File: src/rtl/sensor_coincidence_k_of_n.sv
// K-of-N sensor coincidence detector: per-channel retriggerable tick windows feeding a hold-time alarm FSM.
// Optional build macro STICKY_ALARM_EN latches response until clear or reset.
module sensor_coincidence_k_of_n #(
   parameter int N_CH     = 3,
   parameter int TICK_DIV = 100000,
   parameter int WINDOW   = 6000,
   parameter int HOLD     = 1000,
   parameter int CNT_W    = 16
) (
   input  logic                         clk,
   input  logic                         reset,
   input  logic [N_CH-1:0]              sensor,
   input  logic [N_CH-1:0]              chan_en,
   input  logic [$clog2(N_CH+1)-1:0]    k_req,
   input  logic                         mode_edge,
   input  logic                         clear,
   output logic                         response,
   output logic [N_CH-1:0]              active,
   output logic [7:0]                   alarm_count
);

   localparam int KW = $clog2(N_CH + 1);
   localparam int PW = $clog2(TICK_DIV);

   typedef enum logic {IDLE, ALARM} state_t;

   state_t              state, state_n;
   logic [N_CH-1:0]     s_meta, s_sync, s_prev;
   logic [N_CH-1:0]     evt;
   logic [PW-1:0]       presc;
   logic                tick;
   logic [CNT_W-1:0]    timer [N_CH];
   logic [CNT_W-1:0]    hold, hold_n;
   logic [KW-1:0]       cnt;
   logic                hit;
   logic                response_n;
   logic [7:0]          alarm_count_n;

   always_ff @(posedge clk or posedge reset) begin
      if (reset) begin
         s_meta <= '0;
         s_sync <= '0;
         s_prev <= '0;
      end else begin
         s_meta <= sensor;
         s_sync <= s_meta;
         s_prev <= s_sync;
      end
   end

   always_comb begin
      evt = mode_edge ? (s_sync & ~s_prev) : s_sync;
   end

   // Free-running prescaler; clear deliberately leaves it alone
   always_ff @(posedge clk or posedge reset) begin
      if (reset)
         presc <= '0;
      else if (tick)
         presc <= '0;
      else
         presc <= presc + PW'(1);
   end

   always_comb begin
      tick = (presc == PW'(TICK_DIV - 1));
   end

   always_ff @(posedge clk or posedge reset) begin
      if (reset) begin
         for (int unsigned i = 0; i < N_CH; i++)
            timer[i] <= '0;
      end else begin
         for (int unsigned i = 0; i < N_CH; i++) begin
            if (clear)
               timer[i] <= '0;
            else if (evt[i])
               timer[i] <= CNT_W'(WINDOW);
            else if (tick && (timer[i] != '0))
               timer[i] <= timer[i] - CNT_W'(1);
         end
      end
   end

   always_comb begin
      for (int unsigned i = 0; i < N_CH; i++)
         active[i] = (timer[i] != '0);
   end

   // Disabled channels keep timing but are masked out of the coincidence count
   always_comb begin
      cnt = '0;
      for (int unsigned i = 0; i < N_CH; i++)
         cnt = cnt + KW'(active[i] & chan_en[i]);
      hit = (k_req != '0) && (cnt >= k_req);
   end

   always_ff @(posedge clk or posedge reset) begin
      if (reset) begin
         state       <= IDLE;
         hold        <= '0;
         response    <= 1'b0;
         alarm_count <= '0;
      end else begin
         state       <= state_n;
         hold        <= hold_n;
         response    <= response_n;
         alarm_count <= alarm_count_n;
      end
   end

   always_comb begin
      state_n       = state;
      hold_n        = hold;
      response_n    = response;
      alarm_count_n = alarm_count;
      if (clear) begin
         state_n    = IDLE;
         hold_n     = '0;
         response_n = 1'b0;
      end else begin
         case (state)
            IDLE: begin
               if (hit) begin
                  state_n    = ALARM;
                  hold_n     = CNT_W'(HOLD);
                  response_n = 1'b1;
                  if (alarm_count != 8'hFF)
                     alarm_count_n = alarm_count + 8'd1;
               end
            end
            ALARM: begin
`ifdef STICKY_ALARM_EN
               if ((hold != '0) && tick)
                  hold_n = hold - CNT_W'(1);
`else
               if (hold != '0) begin
                  if (tick)
                     hold_n = hold - CNT_W'(1);
               end else if (!hit) begin
                  state_n    = IDLE;
                  response_n = 1'b0;
               end
`endif
            end
            default: begin
               state_n    = IDLE;
               response_n = 1'b0;
            end
         endcase
      end
   end

endmodule

File: config.mk
export PLATFORM = sky130hd
export DESIGN_NAME = sensor_coincidence_k_of_n
export DESIGN_NICKNAME = d
export VERILOG_FILES = /design/src/rtl/sensor_coincidence_k_of_n.sv
export SDC_FILE = /design/constraint.sdc
export NUM_CORES = 1
export LEC_CHECK = 0
export CAP_MARGIN = 15
export CORE_UTILIZATION = 45
export CTS_CLUSTER_SIZE = 20
export DETAILED_ROUTE_END_ITERATION = 8
export PLACE_DENSITY = 0.68
export SKIP_LAST_GASP = 1
export SLEW_MARGIN = 20
export SYNTH_ARGS = -nofsm -noshare
export SYNTH_HDL_FRONTEND = slang
export SYNTH_SLANG_ARGS = --single-unit
File: constraint.sdc
create_clock -name clk -period 11.3 [get_ports clk]
set_input_delay 3.39 -clock clk [delete_from_list [all_inputs] [get_ports clk]]
set_output_delay 3.39 -clock clk [all_outputs]
set_load 0.03 [all_outputs]
==> results of run 1 <==
## cells by family after synthesis
kind of cell	count (synthesis)	synth area share, %
buffers and inverters	36	2.63
DFF	100	47.0
AOI/OAI and AO/OA	79	9.51
muxes	7	1.39
and+or+nand+nor	249	25.9
xor gates and xnor gates	65	10.7
adders and majority gates	12	2.96
## cell type report
cell class | instances | share of cell area (%)
multi-input cells | 412 | 44.9
flip-flops and latches | 100 | 41.9
repair buffers | 26 | 4.23
clock buffers | 11 | 4.06
well taps | 143 | 2.99
inverters | 17 | 1.11
clock inverters | 4 | 0.816
## cell usage after synthesis, types with 2 or more instances
cell type / count
a211oi_1: 2
a2111oi_0: 3
nor4_1: 22
nor2b_1: 3
nand2b_1: 8
buf_1: 3
o41ai_1: 2
mux2_2: 3
or3_1: 13
xnor2_1: 32
and4_1: 3
nor2_1: 50
buf_2: 4
nand4b_1: 5
nand4_1: 23
and3_1: 6
a21oi_1: 38
mux2i_1: 4
or4_1: 7
o21ai_0: 11
ha_1: 11
nor3_1: 19
nand3_1: 29
nand2_1: 31
and2_1: 8
clkbuf_1: 12
o31ai_1: 8
nor4b_1: 3
or4_4: 3
xor2_1: 33
inv_1: 17
nor3b_1: 3
o211ai_1: 3
or2_2: 6
dfrtp_1: 100
## per-layer routing
layer	routed length [um]	share of wire (%)	track usage (%)
met3	377	3.5	3.55
met1	5090	47	25.4
met5	0	0	0
met4	204	1.9	7.82
met2	5210	48	31.5
## per-stage QoR
stage	instance area, sq um	util, %
5_1_grt	5980	52.1
4_1_cts	5980	52.1
2_1_floorplan	5330	-
3_3_place_gp	5690	49.6
6_report	5980	52.1
3_5_place_dp	5690	49.6
## worst max-delay path, cell delays in order, from the launching register on
cell and delay (ns):
dfrtp_1 0.44, nor4_1 0.44, nand4_1 0.64, clkdlybuf4s50_1 0.80
## worst min-delay path by stage
stage / startpoint / end / cells after the start
after floorplan: s_meta[0] / s_sync[0] / 0
after global placement: s_meta[2] / s_sync[2] / 0
after detailed placement: s_meta[2] / s_sync[2] / 0
after CTS: s_meta[2] / s_sync[2] / 0
after global routing: s_meta[1] / s_sync[1] / 0
final: s_meta[2] / s_sync[2] / 0
## power by group through the flow
stage	Combinational (mW)	Clock, mW	Sequential [mW]
floorplan	0.0958	0	0.424
global placement	0.156	0	0.411
detailed placement	0.159	0	0.412
CTS	0.160	0.315	0.406
global route	0.175	0.328	0.410
finish	0.159	0.307	0.406
## registers in the layout (all words and copies together), names as in the netlist
signal,cells
alarm_count,8
hold,16
presc,17
response,1
s_meta,3
s_prev,3
s_sync,3
state,1
timer,48
==> summary.txt, run 1 <==
Status -> completed
Hold Crit Class -> reg2reg
Most frequent cells in the layout -> dfrtp_1 (100), nor2_1 (50), a21oi_1 (38)
Synthesis Warnings -> 0
Initial antenna violation count -> 0
R2r setup slk -> 6.95 ns
Hold_buf cts -> 0
HPWL Detailed -> 7200 um
Core footprint -> 11500 sq um
Synth area leader -> dfrtp_1
Synth top area cells -> dfrtp_1 (47%), xor2_1 (5.4%), xnor2_1 (5.3%)
RSZ-0062 raised after global routing -> false
Fillers -> 1036
Vias per inst -> 5.79
Synth Net Count -> 572
Max transition margin -> 31.8%
Maximum vdd drop -> 114 uV
I/O Buffers -> 23
Mapped Area -> 5330 sq um
Clock Root Buffer -> clkbuf_16
Post-Layout Cell Count -> 713
Antenna-violating nets left -> 0
Die H -> 111 um
Postcts setup bufs -> 0
Worst-path clk slew -> 0.07 ns
Global-route wire length before repair -> 19400 um
H-tree depth -> 3
Crit path DAT -> 2.66 ns
Skew final -> 0.00841 ns
Full die area -> 12300 sq um
Internal -> 619 uW
Main synth FF type -> dfrtp_1
Antenna diodes -> 0
Tmin final -> 6.05 ns
Avg Inst Size Synth -> 9.72 sq um
Initial DRC Count -> 175
Register share of total power -> 46.6%
Unique masters post-synth -> 55
Total GRT Usage -> 19.3%
Post-synthesis register bit count -> 100
Final nets -> 590
Area of the multi-input gates -> 2690 sq um
Worst hold margin -> 0.349 ns
Top-Level Pins -> 24
Drt first pass iters -> 4
Die span in x -> 111 um
Vias -> 4126
Crit-path max FO -> 16
Hold Fails Final Rpt -> 0
Top-area cell type share of the netlist area -> 47.0%
CTS buffer count -> 9
Max_cap viols -> 0
Share of cells above drive strength 1 -> 6.67%
FP Rows -> 39
Async SR Flop Fraction -> 100%
R2R depth -> 11
End of the critical path -> active[0]
Largest net degree at the start of global routing -> 72
Fin Setup TNS -> 0 ns
Fmax -> 165 MHz
DR WL/cell -> 15.3 um
Cell Pwr Density -> 146 nW/um^2
Leak pwr -> 2.47 nW
Switching power -> 253 uW
Comb pwr share -> 18.2%
Synthesis-to-finish area growth -> 12.2%
Slew Limit Fails -> 0
Final WL -> 10900 um
Worst reg2reg startpoint -> timer[38]
FF/Latch Area -> 2500 sq um
Final period util -> 53.5%
Endpoints failing setup -> 0
Final Total Pwr -> 871 uW
GP Congestion -> 0.828
Critical Path RT -> 7.91 ns
Clock power frac -> 35.2%
Initial Utilization -> 46.5%
Worst-Skew Late Latency -> 0.35 ns
Switching part of the total -> 29.0%
CTS tree -> done
Post-cts sizing count -> 0
CP Launch Type -> flip-flop
Max clock buf depth -> 2
Cell count after synthesis -> 548
Vias in the first global route -> 4031
Grt ovf -> 0
Most common cell after layout, fill and taps aside -> dfrtp_1
Placed cell count -> 698
Setup ws final -> 5.25 ns
Sequential area share after synthesis -> 47.0%
Worst r2r dst -> alarm_count[1]
Setup WS pre-CTS -> 4.95 ns
Post-synth EDFFs -> 0
CTS Sinks -> 100
Worst Setup Path Type -> reg2out
Residual DRC count -> 0
Crit. End Element -> primary output
Worst-Margin Slew -> 1.01 ns
Crit path from -> timer[38]
(Power assumes the default switching activity.)
==> run 2, diff against run 1 <==
--- a/config.mk
+++ b/config.mk
@@ -9,7 +9,7 @@
 export CORE_UTILIZATION = 45
 export CTS_CLUSTER_SIZE = 20
 export DETAILED_ROUTE_END_ITERATION = 8
-export PLACE_DENSITY = 0.68
+export PLACE_DENSITY = 0.71
 export SKIP_LAST_GASP = 1
 export SLEW_MARGIN = 20
 export SYNTH_ARGS = -nofsm -noshare
==> constraint.sdc (replaced) <==
create_clock -name clk -period 5.05 [get_ports clk]
set_input_delay 1.515 -clock clk [delete_from_list [all_inputs] [get_ports clk]]
set_output_delay 1.515 -clock clk [all_outputs]
set_load 0.03 [all_outputs]
==> run 2 against run 1 <==
Cell area increased by 1.1%. Via count up 0.65%. Largest power group unchanged. Register-to-register slack worse by 5.8 ns. Critical path depth increased by 1. Highest routed layer unchanged. Clock skew hardly changed. Sequential power is 120% higher.
==> summary.txt, run 2 (synthesis results as in run 1) <==
Initial antenna violation count -> 0 (unchanged)
CTS tree -> done (unchanged)
Clock Root Buffer -> clkbuf_16 (unchanged)
HPWL Detailed -> 7420 um (was 7200 um)
Synthesis-to-finish area growth -> 13.4% (was 12.2%)
Largest net degree at the start of global routing -> 36 (was 72)
Setup WS pre-CTS -> 0.610 ns (was 4.95 ns)
Die H -> 111 um (unchanged)
Leak pwr -> 2.50 nW (was 2.47 nW)
Most frequent cells in the layout -> dfrtp_1 (100), nor2_1 (50), a21oi_1 (38) (unchanged)
Vias -> 4153 (was 4126)
Drt first pass iters -> 4 (unchanged)
Cell Pwr Density -> 333 nW/um^2 (was 146 nW/um^2)
Hold_buf cts -> 0 (unchanged)
Vias in the first global route -> 4090 (was 4031)
Total GRT Usage -> 19.0% (was 19.3%)
Share of cells above drive strength 1 -> 7.65% (was 6.67%)
Hold Fails Final Rpt -> 0 (unchanged)
Biggest register -> timer (unchanged)
Global-route wire length before repair -> 19200 um (was 19400 um)
H-tree depth -> 3 (unchanged)
Most common cell after layout, fill and taps aside -> dfrtp_1 (unchanged)
CTS buffer count -> 9 (unchanged)
Fillers -> 1007 (was 1036)
Largest regs -> timer (48), presc (17), hold (16) (unchanged)
Antenna-violating nets left -> 0 (unchanged)
CTS Sinks -> 100 (unchanged)
Area of the multi-input gates -> 2690 sq um (unchanged)
Fin Setup TNS -> 0 ns (unchanged)
Final Total Pwr -> 2.01 mW (was 871 uW)
Core footprint -> 11500 sq um (unchanged)
RSZ-0062 raised after global routing -> false (unchanged)
FF/Latch Area -> 2500 sq um (unchanged)
Final period util -> 81.5%
Die span in x -> 111 um (unchanged)
CP Launch Type -> flip-flop (unchanged)
Crit path DAT -> 2.60 ns (was 2.66 ns)
DR WL/cell -> 14.9 um (was 15.3 um)
Hold Crit Class -> reg2reg (unchanged)
Crit-path max FO -> 8 (was 16)
Max transition margin -> 32.7% (was 31.8%)
Slew Limit Fails -> 0 (unchanged)
FP Rows -> 39 (unchanged)
Grt ovf -> 0 (unchanged)
Final WL -> 10700 um (was 10900 um)
Max clock buf depth -> 2 (unchanged)
Max reg flops -> 48 (unchanged)
Initial Utilization -> 46.5% (unchanged)
Max_cap viols -> 0 (unchanged)
Worst Setup Path Type -> reg2out (unchanged)
Critical Path RT -> 3.54 ns (was 7.91 ns)
Skew final -> 0.00852 ns (was 0.00841 ns)
Crit. End Element -> primary output (unchanged)
Maximum vdd drop -> 215 uV (was 114 uV)
GP Congestion -> 0.831 (was 0.828)
Status -> completed (unchanged)
Worst-path clk slew -> 0.07 ns (about the same)
Antenna diodes -> 0 (unchanged)
Postcts setup bufs -> 0 (unchanged)
Initial DRC Count -> 259 (was 175)
Endpoints failing setup -> 0 (unchanged)
Setup ws final -> 0.935 ns (was 5.25 ns)
Post-Route Utilization -> 52.7% (was 52.1%)
Fmax -> 243 MHz
Residual DRC count -> 0 (unchanged)
Post-cts sizing count -> 0 (unchanged)
Full die area -> 12300 sq um (unchanged)
Worst-Skew Late Latency -> 0.35 ns (about the same)
Tmin final -> 4.11 ns
Final nets -> 594 (was 590)
Vias per inst -> 5.78 (was 5.79)
Top-Level Pins -> 24 (unchanged)
I/O Buffers -> 23 (unchanged)
Worst-Margin Slew -> 1.00 ns (was 1.01 ns)
[run 2: cell types whose count changed in the layout (fill, tap and decap cells not counted)]
cell        before  now
clkinvlp_4       0    1
bufinv_16        1    2
buf_4            3    7
clkbuf_1         1    0
[run 2: through the flow]
stage / instances / hold slack (ns) / instance area [sq um]
after floorplan: 548 / 0.331 / 5330
after global placement: 702 / 0.331 / 5720
after detailed placement: 702 / 0.336 / 5720
after CTS: 718 / 0.352 / 6040
after global routing: 718 / 0.360 / 6040
final: 718 / 0.349 / 6040
[run 2: power breakdown]
part / switching (mW) / internal, mW / total (mW)
registers: 0.0611 / 0.848 / 0.909
clock network: 0.298 / 0.448 / 0.746
logic: 0.212 / 0.144 / 0.356
[run 2: worst paths after layout]
kind	start	slack (ns)	endpoint	depth (start not counted)
min in group asynchronous	reset	1.52	presc[9]	2
min	s_meta[1]	0.35	s_sync[1]	0
max	timer[18]	0.94	active[1]	4
min reg2reg	s_meta[1]	0.35	s_sync[1]	0
max reg2reg	timer[18]	1.14	alarm_count[1]	11
max in group asynchronous	reset	2.72	timer[15]	3
[run 2: critical path, cell delays in order (launching register included)]
cell             delay, ns
dfrtp_1               0.44
nor4_2                0.65
nand2_1               0.14
or3_1                 0.42
clkdlybuf4s50_1       0.61
[run 2: final cells by class]
class                      count  area share (%)
clock buffer                  10            3.96
clock inverter                 6            1.43
inverter                      17            1.10
multi-input combinational    412            44.4
sequential                   100            41.4
tap                          143            2.96
timing repair buffer          30            4.68
[run 2: per-layer routing]
metal	wire, um	track usage [%]
met5	0	0
met4	167	6.04
met3	309	3.83
met2	5240	31.1
met1	4980	25.4
